File: src/rtl/eth_pkg.sv
// rtl/eth_pkg.sv - shared Ethernet framing constants, TX state type and CRC-32 step
package eth_pkg;

  typedef enum logic [2:0] {
    IDLE,
    PREAMBLE,
    HEADER,
    PAYLOAD,
    FCS,
    IFG
  } tx_state_t;

  localparam logic [7:0]  PREAMBLE_BYTE = 8'h55;
  localparam logic [7:0]  SFD_BYTE      = 8'hD5;
  localparam logic [31:0] CRC_POLY      = 32'hEDB88320;
  localparam logic [31:0] CRC_INIT      = 32'hFFFF_FFFF;
  localparam logic [31:0] CRC_RESIDUE   = 32'hDEBB20E3;

  localparam int MIN_PAYLOAD_BYTES = 46;
  localparam int IFG_CYCLES        = 48;

  // Cycles spent in each state, one dibit per cycle.
  localparam int PREAMBLE_CYCLES = 32;
  localparam int HEADER_CYCLES   = 56;
  localparam int PAYLOAD_CYCLES  = MIN_PAYLOAD_BYTES * 4;
  localparam int FCS_CYCLES      = 16;

  // Reflected CRC-32 advanced by one dibit, d[0] is the earlier bit on the wire.
  function automatic logic [31:0] crc32_step2(input logic [31:0] crc, input logic [1:0] d);
    logic [31:0] c;
    c = crc;
    for (int i = 0; i < 2; i++) begin
      if (c[0] ^ d[i]) c = (c >> 1) ^ CRC_POLY;
      else             c = c >> 1;
    end
    return c;
  endfunction

endpackage

File: src/rtl/crc32_dibit.sv
// rtl/crc32_dibit.sv - 2-bit-per-cycle reflected CRC-32 register
module crc32_dibit
  import eth_pkg::*;
(
  input  logic        clk,
  input  logic        rstn,
  input  logic        init,
  input  logic        en,
  input  logic [1:0]  d,
  output logic [31:0] crc
);

  always_ff @(posedge clk or negedge rstn) begin
    if (!rstn) begin
      crc <= CRC_INIT;
    end else if (init) begin
      crc <= CRC_INIT;
    end else if (en) begin
      crc <= crc32_step2(crc, d);
    end
  end

endmodule

File: src/rtl/transmit.sv
// rtl/transmit.sv - RMII transmit framer: one 32-bit word per padded Ethernet II frame
module transmit
  import eth_pkg::*;
#(
  parameter logic [47:0] DEST_MAC  = 48'hFF_FF_FF_FF_FF_FF,
  parameter logic [47:0] SRC_MAC   = 48'h02_00_00_00_00_01,
  parameter logic [15:0] ETHERTYPE = 16'h88B5
) (
  input  logic        eth_refclk,
  input  logic        rstn,
  input  logic        axiiv,
  input  logic [31:0] axiid,
  output logic        axiir,
  output logic        eth_txen,
  output logic [1:0]  eth_txd
);

  localparam logic [111:0] HDR = {DEST_MAC, SRC_MAC, ETHERTYPE};

  tx_state_t   state, next_state;
  logic [7:0]  cnt, cnt_next;
  logic [31:0] word;
  logic [31:0] crc;
  logic        crc_init, crc_en, latch;
  logic        txen_d;
  logic [1:0]  txd_d;

  logic [7:0]  pre_byte, hdr_byte, pay_byte;
  logic [6:0]  hdr_base;
  logic [4:0]  pay_base;
  logic [31:0] fcs;

  // cnt[1:0] picks the dibit within a byte, the upper bits pick the byte.
  assign pre_byte = (cnt[4:2] == 3'd7) ? SFD_BYTE : PREAMBLE_BYTE;
  assign hdr_base = 7'd104 - {cnt[5:2], 3'b000};
  assign hdr_byte = HDR[hdr_base +: 8];
  assign pay_base = 5'd24 - {cnt[3:2], 3'b000};
  assign pay_byte = (cnt[7:2] < 6'd4) ? word[pay_base +: 8] : 8'h00;
  assign fcs      = ~crc;

  always_ff @(posedge eth_refclk or negedge rstn) begin
    if (!rstn) begin
      state <= IDLE;
      cnt   <= '0;
    end else begin
      state <= next_state;
      cnt   <= cnt_next;
    end
  end

  always_comb begin
    next_state = state;
    cnt_next   = cnt + 8'd1;
    txen_d     = 1'b0;
    txd_d      = 2'b00;
    crc_init   = 1'b0;
    crc_en     = 1'b0;
    latch      = 1'b0;
    unique case (state)
      IDLE: begin
        cnt_next = '0;
        crc_init = 1'b1;
        if (axiiv && axiir) begin
          next_state = PREAMBLE;
          latch      = 1'b1;
        end
      end
      PREAMBLE: begin
        txen_d   = 1'b1;
        txd_d    = pre_byte[{cnt[1:0], 1'b0} +: 2];
        crc_init = 1'b1;
        if (cnt == 8'(PREAMBLE_CYCLES - 1)) begin
          next_state = HEADER;
          cnt_next   = '0;
        end
      end
      HEADER: begin
        txen_d = 1'b1;
        txd_d  = hdr_byte[{cnt[1:0], 1'b0} +: 2];
        crc_en = 1'b1;
        if (cnt == 8'(HEADER_CYCLES - 1)) begin
          next_state = PAYLOAD;
          cnt_next   = '0;
        end
      end
      PAYLOAD: begin
        txen_d = 1'b1;
        txd_d  = pay_byte[{cnt[1:0], 1'b0} +: 2];
        crc_en = 1'b1;
        if (cnt == 8'(PAYLOAD_CYCLES - 1)) begin
          next_state = FCS;
          cnt_next   = '0;
        end
      end
      FCS: begin
        txen_d = 1'b1;
        txd_d  = fcs[{cnt[3:0], 1'b0} +: 2];
        if (cnt == 8'(FCS_CYCLES - 1)) begin
          next_state = IFG;
          cnt_next   = '0;
        end
      end
      IFG: begin
        // Outputs lag the state by one register, so one cycle of the gap is spent in IDLE.
        if (cnt == 8'(IFG_CYCLES - 2)) begin
          next_state = IDLE;
          cnt_next   = '0;
        end
      end
      default: begin
        next_state = IDLE;
        cnt_next   = '0;
      end
    endcase
  end

  always_ff @(posedge eth_refclk or negedge rstn) begin
    if (!rstn) begin
      word <= '0;
    end else if (latch) begin
      word <= axiid;
    end
  end

  // The CRC advances on the same edge that registers its dibit onto eth_txd.
  crc32_dibit u_crc (
    .clk  (eth_refclk),
    .rstn (rstn),
    .init (crc_init),
    .en   (crc_en),
    .d    (txd_d),
    .crc  (crc)
  );

  always_ff @(posedge eth_refclk or negedge rstn) begin
    if (!rstn) begin
      eth_txen <= 1'b0;
      eth_txd  <= 2'b00;
      axiir    <= 1'b0;
    end else begin
      eth_txen <= txen_d;
      eth_txd  <= txd_d;
      axiir    <= (next_state == IDLE);
    end
  end

endmodule

File: config.mk
export PLATFORM = sky130hd
export DESIGN_NAME = transmit
export DESIGN_NICKNAME = d
export VERILOG_FILES = /design/src/rtl/eth_pkg.sv /design/src/rtl/crc32_dibit.sv /design/src/rtl/transmit.sv
export SDC_FILE = /design/constraint.sdc
export NUM_CORES = 1
export LEC_CHECK = 0
export ABC_AREA = 1
export CAP_MARGIN = 30
export CORE_ASPECT_RATIO = 2
export CORE_MARGIN = 4
export CORE_UTILIZATION = 50
export DETAILED_ROUTE_END_ITERATION = 7
export MAX_ROUTING_LAYER = met4
export PLACE_DENSITY = 0.76
export SLEW_MARGIN = 20
export SYNTH_ARGS = -nofsm -noshare
export SYNTH_HDL_FRONTEND = slang
export SYNTH_SLANG_ARGS = --single-unit
File: constraint.sdc
create_clock -name eth_refclk -period 2.1 [get_ports eth_refclk]
set_input_delay 0.42 -clock eth_refclk [delete_from_list [all_inputs] [get_ports eth_refclk]]
set_output_delay 0.42 -clock eth_refclk [all_outputs]
set_load 0.05 [all_outputs]
==> results.json, run 1 <==
{
  "io-pin-count": 39,
  "syn_area_per_cell_um2": 7.920,
  "chipHeight_um": 142.4,
  "vias": 4356,
  "clock_tree.buffer_depth": 2,
  "yosysTopAreaCell": "dfrtp_1",
  "fillers": 632,
  "layout-drive-gt1-share_pct": 31.98,
  "fmax_ghz": 0.4626,
  "status": "finished with violations",
  "syn_nets": 612,
  "critPathLaunchType": "flip-flop",
  "yosys.area.top_type_share_pct": 26.05,
  "setup_viol": 20,
  "initial_core_util_pct": 51.84,
  "drt_iter0_drc": 275,
  "multi_input_area_um2": 2349,
  "rsz0062_at_grt": "true",
  "critPathCaptureType": "flip-flop",
  "wl_mm": 12.55,
  "slew_violations": 0,
  "clk_pin_slew_ns": 0.07,
  "yosysMostFrequentCell": "nand2_1",
  "vias_per_cell": 5.687,
  "ys_async_sr_fraction_pct": 100.0,
  "violations": "setup timing",
  "hpwl_mm": 8.917,
  "synth_seq_area_share_pct": 44.68,
  "setup_ws_ns": -0.06153,
  "r2r_setup_slack_ns": -0.06,
  "p_seq_share_pct": 47.8,
  "die_x_um": 75.19,
  "antenna_found_initial": 0,
  "skew_ns": 0.01073,
  "gp_congestion": 0.9422,
  "io_buffers": 38,
  "synthTopCellsByCount": "nand2_1 (152), inv_1 (70), nand3_1 (55), nor2_1 (51), dfrtp_1 (47)",
  "dieArea_um2": 10710,
  "drt_pre_antenna_iters": 5,
  "cts_made_buffers": 9,
  "tightest_slew_ns": 0.6371,
  "diodes": 0,
  "ant_nets": 0,
  "fin_crit_sh_pct": 102.9,
  "cts_max_level": 3,
  "pre_cts_slack_ns": -0.1971,
  "intPower_uw": 2507,
  "switchingPower_uw": 685.1,
  "cts_tree": "done",
  "cts.sinks": 79,
  "drc": 0,
  "grt_max_degree": 36,
  "arrival_ns": 2.45,
  "clkPwrFrac_pct": 49.2,
  "synth.distinct_cells": 38,
  "p_per_area_nw_per_um2": 532.7,
  "yosys_warnings": 0,
  "core_area_um2": 8708,
  "rows": 48,
  "critical_path_required_ns": 2.39,
  "fin_crit_ns": 2.162,
  "areaGrowthSynthToFinish_pct": 32.73,
  "hold_viol_final": 0,
  "hp-class": "input pin to async pin",
  "maxCapViolations": 0,
  "synth_area_leaders": "dfrtp_1 (26%), dfstp_2 (19%), nand2_1 (13%), mux2_2 (7.5%), nand3_1 (6.1%)",
  "cts.root.buffer_cell": "clkbuf_16",
  "grt_pass1_vias": 4473,
  "ys.flop_type": "dfrtp_1",
  "track_usage_pct": 24.73,
  "synth_edf_count": 0,
  "p_total_uw": 3192,
  "grt_pass1_wl_mm": 19.71,
  "grt.overflow.total": 0,
  "synthesis.area_um2": 4514,
  "avgRoutedWirePerCell_um": 16.38,
  "p_sw_share_pct": 21.46,
  "ys_seq_elements": 79,
  "hold_buffers": 0,
  "seq_area_um2": 2022,
  "clock_latency_ns": 0.35,
  "synth_cells": 570,
  "cp_max_fo": 6,
  "power_frac_comb_pct": 3.1,
  "slew_headroom_pct": 57.20,
  "crit_type": "flip-flop to flip-flop",
  "leakage_uw": 0.003001,
  "fin_nets": 703,
  "irDropWorstVdd_uv": 581.2
}
[power groups by stage]
stage / sequential [uW] / clock (uW) / combinational, uW
after CTS: 1530 / 1590 / 101
after detailed placement: 1550 / 0 / 101
after global placement: 1550 / 0 / 98.7
after floorplan: 1550 / 0 / 0.649
final: 1530 / 1570 / 97.9
after global routing: 1520 / 1660 / 107
[area by class of cell]
cell class | instances | area share [%]
clock buffer | 9 | 3.759
clock inverter | 7 | 1.211
inverter | 78 | 5.220
multi-input combinational | 395 | 39.19
sequential | 79 | 33.74
tap | 100 | 2.088
timing repair buffer | 98 | 14.78
[final timing paths]
kind                                 end           from  cells past startpoint
hold / removal                   word[6]           rstn                      1
setup reg to reg           u_crc.crc[23]         cnt[3]                     18
hold reg to reg            u_crc.crc[17]  u_crc.crc[19]                      2
min in group eth_refclk    u_crc.crc[17]  u_crc.crc[19]                      2
setup / recovery           u_crc.crc[23]         cnt[3]                     18
max in group asynchronous  u_crc.crc[23]           rstn                      2
[layer usage]
| metal | GRT usage [%] | vias to the layer above | wire length (um) |
|---|---|---|---|
| li1 | - | 2031 | - |
| met1 | 22.67 | 2078 | 4266 |
| met2 | 44.99 | 171 | 6898 |
| met3 | 4.243 | 76 | 518 |
| met4 | 15.02 | 0 | 865 |
| met5 | - | - | 0 |
[kinds of logic (layout without fill, tap and decap cells)]
kind of cell               after synthesis  count (layout)  share of synthesized area, %
and+or+nand+nor                        280             281                         26.69
adders and majority gates                7               7                         1.940
AOI/OAI and AO/OA                       74              74                         9.756
xor gates and xnor gates                 3               3                        0.5821
DFF                                     79              79                         44.68
buffers and inverters                   97             192                         8.869
muxes                                   30              30                         7.483
[per-stage QoR]
stage                     setup TNS (ns)  std cells  util (%)  cell area (um2)  hold WS (ns)
final                            -0.4735        766     68.81             5992      0.004129
after global routing              -3.247        766     68.81             5992       0.03394
after CTS                        -0.2511        763     66.32             5776       0.01324
after detailed placement          -3.040        742     61.41             5348        0.3806
after global placement            -1.529        742     61.41             5348        0.3795
after floorplan                        0        570         -             4514        0.1244
[critical path: stages, from the launching register on]
cell and delay, ns:
dfrtp_1 0.43, ha_4 0.21, nand2_4 0.08, inv_6 0.04, o21ai_4 0.14, buf_4 0.13
nand3_1 0.07, nand2_1 0.07, nand2_1 0.06, nand3_2 0.06, nand3_2 0.10, nand2_2 0.11
nand2_2 0.07, nand2_4 0.11, buf_6 0.14, nand3_1 0.09, nand3_1 0.08, nand2_1 0.06
inv_1 0.05
[sequential cells by signal (all words and copies together) (netlist names)]
register and cells:
word 32, eth_txen 1, cnt 8, u_crc.crc 32, eth_txd 2, axiir 1
state 3
[cell usage in the layout, fill, tap and decap left out, drive strengths merged, types with 12 or more instances in the layout]
master	count
nand2	160
inv	77
buf	61
nand3	58
nor2	53
dfrtp	47
clkdlybuf4s50	37
dfstp	32
mux2	30
a21oi	22
o21ai	22
a22oi	12
[what timing repair did]
action | CTS | global route
buffers inserted | 4 | 2
pin swaps | 10 | 22
hold endpoints to repair | 0 | 0
cloned | 1 | 1
setup endpoints to repair | 22 | 28
gates resized for setup | 26 | 54
(Power assumes the default switching activity.)
==> run 2, diff against run 1 <==
--- a/config.mk
+++ b/config.mk
@@ -12,7 +12,7 @@
 export CORE_UTILIZATION = 50
 export DETAILED_ROUTE_END_ITERATION = 7
 export MAX_ROUTING_LAYER = met4
-export PLACE_DENSITY = 0.76
+export PLACE_DENSITY = 0.74
 export SLEW_MARGIN = 20
 export SYNTH_ARGS = -nofsm -noshare
 export SYNTH_HDL_FRONTEND = slang
==> constraint.sdc (replaced) <==
create_clock -name eth_refclk -period 2.4 [get_ports eth_refclk]
set_input_delay 0.48 -clock eth_refclk [delete_from_list [all_inputs] [get_ports eth_refclk]]
set_output_delay 0.48 -clock eth_refclk [all_outputs]
set_load 0.05 [all_outputs]
==> results.json, run 2 (synthesis results as in run 1) <==
{
  "status": "finished, final reports clean",
  "vias_per_cell": 5.651,
  "p_seq_share_pct": 49.1,
  "setup_viol": 0,
  "layout_commonest_cell": "nand2_1",
  "layout-drive-gt1-share_pct": 21.50,
  "fin_crit_sh_pct": 93.80,
  "final_cell_area_um2": 5431,
  "cp_top_family": "simple AND/OR/NAND/NOR gates",
  "cp_max_fo": 9,
  "track_usage_pct": 23.92,
  "leakage_uw": 0.002755,
  "antenna_found_initial": 0,
  "io-pin-count": 39,
  "critPathMaxStageDelay_ns": 0.39,
  "clock_tree.buffer_depth": 2,
  "fin_crit_ns": 2.251,
  "grt_pass1_wl_mm": 18.89,
  "clock_latency_ns": 0.34,
  "skew_ns": 0.008848,
  "grt_max_degree": 44,
  "mostFrequentLayoutCells": "nand2_1 (151), inv_1 (68), nand3_1 (53)",
  "drc": 0,
  "fmax_ghz": 0.4442,
  "vias": 4114,
  "path_buf_inv": 5,
  "critical_path_required_ns": 2.68,
  "crit_slowest_cell": "dfrtp_1",
  "dieArea_um2": 10710,
  "maxCapViolations": 0,
  "p_sw_share_pct": 21.98,
  "areaGrowthSynthToFinish_pct": 20.32,
  "critPathCaptureType": "flip-flop",
  "cts.sinks": 79,
  "grt_pass1_vias": 4107,
  "hp-class": "input pin to async pin",
  "switchingPower_uw": 596.9,
  "arrival_ns": 2.53,
  "drt_iter0_drc": 322,
  "p_per_area_nw_per_um2": 499.9,
  "utilization_pct": 62.37,
  "slew_headroom_pct": 65.22,
  "gp_congestion": 0.9115,
  "place_area_um2": 5087,
  "wl_mm": 11.75,
  "core_area_um2": 8708,
  "avgRoutedWirePerCell_um": 16.15,
  "io_buffers": 38,
  "die_x_um": 75.19,
  "irDropWorstVdd_uv": 541.8,
  "cts.root.buffer_cell": "clkbuf_16",
  "cts_max_level": 3,
  "fin_nets": 665,
  "tightest_slew_ns": 0.5217,
  "diodes": 0,
  "cts_made_buffers": 9,
  "power_frac_comb_pct": 3.1,
  "critPathLaunchType": "flip-flop",
  "p_total_uw": 2715,
  "path_cells": "ha_1 > nand2_1 > inv_1 > o21ai_2 > inv_1 > nor2_2 > nand3_1 > nand2_1 > inv_1 > nand2_1 > nand2_2 > nand2_4 > nand2_4 > nand2_4 > inv_4 > nand2_1 > nand3_1 > o21ai_1 > inv_1",
  "hpwl_mm": 8.774,
  "clk_pin_slew_ns": 0.06,
  "intPower_uw": 2119,
  "slew_violations": 0,
  "grt.overflow.total": 0,
  "crit_type": "flip-flop to flip-flop",
  "drt_pre_antenna_iters": 7,
  "reg.largest.list": "u_crc.crc x32, word x32, cnt x8",
  "ant_nets": 0,
  "initial_core_util_pct": 51.84,
  "hold_viol_final": 0,
  "cts_tree": "done",
  "clkPwrFrac_pct": 47.7,
  "chipHeight_um": 142.4,
  "rows": 48
}
==> run 2: changes by cell type in the layout (fill, tap and decap cells not counted), moves of 5 or more <==
cell,previous run,this run
nand3_2,14,4
buf_4,52,20
nand2_1,138,151
nor2_1,43,48
nand3_1,42,53
nand2_2,13,4
==> run 2: stage by stage <==
stage / hold slack (ns) / instances / setup WS [ns] / setup TNS, ns
after CTS: 0.1283 / 725 / 0.02615 / 0
after global placement: 0.4792 / 709 / 0.03930 / 0
after global routing: 0.1556 / 728 / -0.02199 / -0.07592
final: 0.1273 / 728 / 0.1489 / 0
after floorplan: 0.1844 / 570 / 0.4133 / 0
after detailed placement: 0.4838 / 709 / 0.04309 / 0
==> run 2: timing repair <==
item	4_1_cts	5_1_grt
buffers inserted	0	2
gates resized for setup	0	14
hold buffers	0	0
endpoints found under the setup margin	0	21
==> run 2: routing by layer <==
metal,GRT usage (%),vias up,wire [um]
met2,42.92,134,6627
met4,14.10,0,660
met5,-,-,0
met1,22.73,1970,4012
li1,-,1957,-
met3,4.102,53,453
==> run 2: cell type report <==
cell class	count	area, um2
repair buffers	61	576.8
inverters	78	300.3
well taps	100	125.1
multi-input cells	394	2131
fillers	755	3277
clock inverters	6	42.54
flip-flops and latches	79	2017
clock buffers	10	239.0
==> run 2: final timing paths <==
kind | to | slack (ns) | cells after the start | start
max in group asynchronous | u_crc.crc[19] | 1.63 | 2 | rstn
min | eth_txd[1] | 0.13 | 1 | rstn
max | u_crc.crc[14] | 0.15 | 19 | cnt[3]
min reg2reg | u_crc.crc[16] | 0.49 | 2 | u_crc.crc[16]
min in group eth_refclk | u_crc.crc[16] | 0.49 | 2 | u_crc.crc[16]
max reg2reg | u_crc.crc[14] | 0.15 | 19 | cnt[3]
==> run 2: power groups by stage <==
stage	Combinational [uW]	Sequential, uW	Clock (uW)
floorplan	0.568	1360	0
global placement	85.7	1360	0
detailed placement	87.2	1360	0
CTS	87.2	1330	1320
global route	92.9	1330	1380
finish	84.5	1330	1300
